<file path="config.mk">
export PLATFORM = sky130hd
export DESIGN_NAME = pc_next_address_unit
export DESIGN_NICKNAME = d
export VERILOG_FILES = /design/src/rtl/pc_next_address_unit.sv
export SDC_FILE = /design/constraint.sdc
export NUM_CORES = 1
export LEC_CHECK = 0
export BUFFER_PORTS_ARGS = -buffer_cell sky130_fd_sc_hd__clkbuf_2
export CAP_MARGIN = 5
export CORE_MARGIN = 2
export CORE_UTILIZATION = 49
export CTS_CLUSTER_DIAMETER = 60
export CTS_CLUSTER_SIZE = 10
export DETAILED_ROUTE_END_ITERATION = 6
export PLACE_DENSITY = 0.95
export SLEW_MARGIN = 0
export SYNTH_ARGS = -nofsm -noshare
export SYNTH_HDL_FRONTEND = slang
export SYNTH_SLANG_ARGS = --single-unit
</file>
<file path="constraint.sdc">
create_clock -name clk -period 25.5 [get_ports clk]
set_clock_uncertainty 0.15 [all_clocks]
set_input_delay 3.825 -clock clk [delete_from_list [all_inputs] [get_ports clk]]
set_output_delay 3.825 -clock clk [all_outputs]
set_load 0.03 [all_outputs]
</file>
<file path="src/rtl/pc_next_address_unit.sv">
// MIPS fetch-stage program counter with next-address logic.
// The PC register feeds two ripple-carry adders built from 1-bit full adders.
// The first adder forms PC+INC. The second adds the shifted branch offset to that result.
// A 2:1 mux picks the sequential or branch target, and that choice loads the PC on every rising edge.
module pc_next_address_unit #(
    parameter int              WIDTH      = 32,
    parameter logic [WIDTH-1:0] RESET_ADDR = '0,
    parameter int              INC        = 4,
    parameter int              SHIFT      = 2
) (
    input  logic             clk,
    input  logic             reset,
    input  logic [WIDTH-1:0] jump_steps,
    input  logic             select,
    output logic [WIDTH-1:0] current_address,
    output logic [WIDTH-1:0] address_plus4,
    output logic [WIDTH-1:0] jump_address
);

    // Sequential increment as a WIDTH-bit operand for the first adder.
    localparam logic [WIDTH-1:0] INC_VALUE = WIDTH'(INC);

    // Branch offset in bytes. The top SHIFT bits of jump_steps fall off the end.
    logic [WIDTH-1:0] byte_offset;

    // Carry into each bit position of the two ripple chains.
    logic [WIDTH-1:0] inc_carry;
    logic [WIDTH-1:0] jump_carry;

    // Mux output that is loaded into the PC on the next edge.
    logic [WIDTH-1:0] next_address;

    // Convert the signed instruction count into a byte offset with a logical left shift.
    always_comb begin
        byte_offset = jump_steps << SHIFT;
    end

    // Both adders start with a zero carry-in.
    assign inc_carry[0]  = 1'b0;
    assign jump_carry[0] = 1'b0;

    // First ripple-carry chain: address_plus4 = current_address + INC.
    // The MSB stage forms only its sum bit, because the final carry-out is
    // discarded and the result wraps modulo 2^WIDTH.
    genvar i;
    generate
        for (i = 0; i < WIDTH; i++) begin : g_inc_adder
            assign address_plus4[i] = current_address[i] ^ INC_VALUE[i] ^ inc_carry[i];
            if (i < WIDTH - 1) begin : g_inc_carry
                assign inc_carry[i+1] = (current_address[i] & INC_VALUE[i])
                                      | (inc_carry[i] & (current_address[i] ^ INC_VALUE[i]));
            end
        end
    endgenerate

    // Second ripple-carry chain: jump_address = address_plus4 + byte_offset.
    // Negative offsets work through two's complement wrap-around.
    genvar j;
    generate
        for (j = 0; j < WIDTH; j++) begin : g_jump_adder
            assign jump_address[j] = address_plus4[j] ^ byte_offset[j] ^ jump_carry[j];
            if (j < WIDTH - 1) begin : g_jump_carry
                assign jump_carry[j+1] = (address_plus4[j] & byte_offset[j])
                                       | (jump_carry[j] & (address_plus4[j] ^ byte_offset[j]));
            end
        end
    endgenerate

    // 2:1 next-address mux: sequential fetch when select is low, branch target when it is high.
    always_comb begin
        next_address = select ? jump_address : address_plus4;
    end

    // PC register. It clears asynchronously while reset is low and otherwise advances on every edge.
    always_ff @(posedge clk or negedge reset) begin
        if (!reset) begin
            current_address <= RESET_ADDR;
        end else begin
            current_address <= next_address;
        end
    end

endmodule

</file>
==> results.yml <==
outcome:
  run_status: "finished, final reports clean"
worst_setup_path:
  cp-startpoint: "jump_steps[0]"
  worst_r2r_path_depth: 35
  timing.rr.start: "current_address[2]"
  worst_setup_path_end_kind: "primary output"
  crit_path_start_kind: "input pin"
  critPathSlowestCell: "fa_1"
  cp_common_cell: "fa_1"
  r2r-end: "current_address[31]"
  critical_path_peak_fanout: 2
  timing_worst_setup_path_type: "in2out"
  reg2reg_setup_slack_ns: 11.95
  timing.critical_path.required_ns: 21.53
  arrival_ns: 16.71
  critPathCapture: "jump_address[31]"
  timing.critical_path.slowest_cell_delay_ns: 0.45
global_route:
  grt_antenna_before_repair: 0
  largest_net_degree_at_the_start_of_global_routing: 42
  grt_pass1_wl_um: 8060
  globalRouteOverflowTotal: 0
  first_global_vias: 1861
  groute.usage.overall_pct: 19.5
die:
  die_x_um: 74.0
  placementRows: 25
  dieHeight_um: 74.0
  initial_utilization_pct: 50.8
  io_pins: 131
  core_um2: 4720
  die_area_um2: 5470
min_path:
  kind_of_path_behind_the_tightest_hold_check: "reg2reg"
  hold_depth: 1
cts:
  h-tree-depth: 2
  cts.reportedPaths.clkPinSlew_ns: 0.07
  ctsHoldBuffers: 0
  clk_latency_ns: 0.28
  post_cts.resized_instances: 0
  clk_root_buffer_cell: "clkbuf_8"
  cts_setup_buffers: 0
  tritoncts: "done"
  clock-sinks: 30
  max_clock_buf_depth: 2
  tritoncts.num_buffers: 5
cells_and_area:
  antennaDiodeCount: 0
  drive_gt1_share_pct: 37.1
  largest_register: "current_address"
  area_taken_by_flip_flops_and_latches_um2: 751
  layout_top_registers: "current_address: 30 flops"
  fin_nets: 444
  largest_register_ff_count: 30
  synthToLayoutAreaGrowth_pct: 30.2
  n_fill_cell: 354
  multi_input_area_um2: 1270
synthesis:
  synthesis_warning_total: 0
  synth.cell_area_um2: 2400
  syn_avg_cell_area_um2: 10.5
  post_synthesis_sequential_element_count: 30
  synthCells: 229
  synth.lib_cells_used.distinct: 17
  synth-seq-area-share_pct: 31.3
routing:
  detailroute.via_count: 1849
  wl_um: 4980
  post_drt_via_cell_ratio: 4.40
  post_drt_wl_per_cell_um: 11.9
  initialDrtViolationCount: 39
  drc: 0
  detail-route-antenna-nets: 0
  drtPass1Iterations: 4
place:
  globalplace.congestion: 0.745
  place.port_buffers: 122
  detailedPlacementHpwl_um: 4340
sta:
  fin_tns_setup_ns: 0
  worstMarginPinSlew_ns: 0.996
  fmax_mhz: 48.3
  max-slew-margin-rel_pct: 33.6
  finalWorstPathRequiredPeriod_ns: 20.69
  hold_viol: 0
  setup-violations-final: 0
  grt_setup_unrepaired: "false"
  maxSlewViolCount: 0
  final.period_utilization_pct: 81.1
run:
  number_of_max_cap_violations: 0
==> cells in the mapped netlist <==
cell type | count | area [µm²]
mux2i_1 | 17 | 170
buf_2 | 3 | 15.0
inv_1 | 85 | 319
xor2_2 | 1 | 16.3
ha_1 | 29 | 363
mux2_2 | 1 | 11.3
fa_1 | 28 | 561
dfrtp_1 | 30 | 751
o21ai_0 | 1 | 5.00
xnor2_1 | 2 | 17.5
nor2_1 | 10 | 37.5
xor2_1 | 1 | 8.76
a21oi_1 | 10 | 50.1
conb_1 | 1 | 3.75
buf_6 | 1 | 11.3
buf_4 | 7 | 52.6
nand2_1 | 2 | 7.51
==> worst max-delay path, delay by kind of cell <==
family	cells	cell delay [ns]
adder cells (fa/ha/maj)	29	11.96
buffers and inverters	5	0.51
XOR/XNOR	2	0.39
==> layout by cell type (no fill, tap or decap), drive strengths merged <==
cell type	count
fa	28
a21oi	10
dfrtp	30
clkbuf	129
xnor2	2
mux2i	17
conb	6
xor2	2
nor2	10
ha	29
clkinv	1
inv	85
nand2	2
o21ai	1
mux2	1
==> cell type report <==
| class | count | area share (%) |
|---|---|---|
| multi-input cells | 108 | 40.6 |
| flip-flops and latches | 30 | 24.0 |
| repair buffers | 122 | 19.5 |
| inverters | 85 | 10.2 |
| clock buffers | 7 | 2.76 |
| well taps | 67 | 2.68 |
| clock inverters | 1 | 0.160 |
==> per-stage QoR <==
stage / worst slack (ns) / util [%] / instance area, µm² / hold slack (ns) / instances
6_report: 4.81 / 66.2 / 3130 / 0.390 / 420
4_1_cts: 4.65 / 66.2 / 3130 / 0.393 / 420
3_3_place_gp: 4.87 / 64.2 / 3030 / 0.362 / 412
3_5_place_dp: 4.73 / 64.2 / 3030 / 0.382 / 412
2_1_floorplan: 5.28 / - / 2420 / 0.529 / 234
5_1_grt: 4.29 / 66.2 / 3130 / 0.430 / 420
==> worst min-delay path by stage <==
stage                             from  slack, ns                  to
floorplan           current_address[2]       0.53  current_address[2]
CTS                 current_address[2]       0.39  current_address[2]
global placement    current_address[2]       0.36  current_address[2]
detailed placement  current_address[2]       0.38  current_address[2]
global route        current_address[2]       0.43  current_address[2]
finish              current_address[2]       0.39  current_address[2]
==> kinds of logic after synthesis <==
| kind of cell | count (synthesis) | synth area share, % |
|---|---|---|
| compound gates | 11 | 2.29 |
| xor+xnor | 4 | 1.77 |
| fa+ha+maj | 57 | 38.5 |
| buf+inv | 96 | 16.6 |
| flops | 30 | 31.3 |
| mux | 18 | 7.56 |
| other cells | 1 | 0.156 |
| simple gates | 12 | 1.88 |
==> per-layer routing <==
metal	share of wire [%]	global-route usage (%)
met1	39	22.2
met2	54	35.8
met3	6.1	5.15
met4	1.3	6.06
met5	0	0
Power is not shown: default switching activity piles up to over one toggle a cycle in this logic, so the estimate is an artifact.
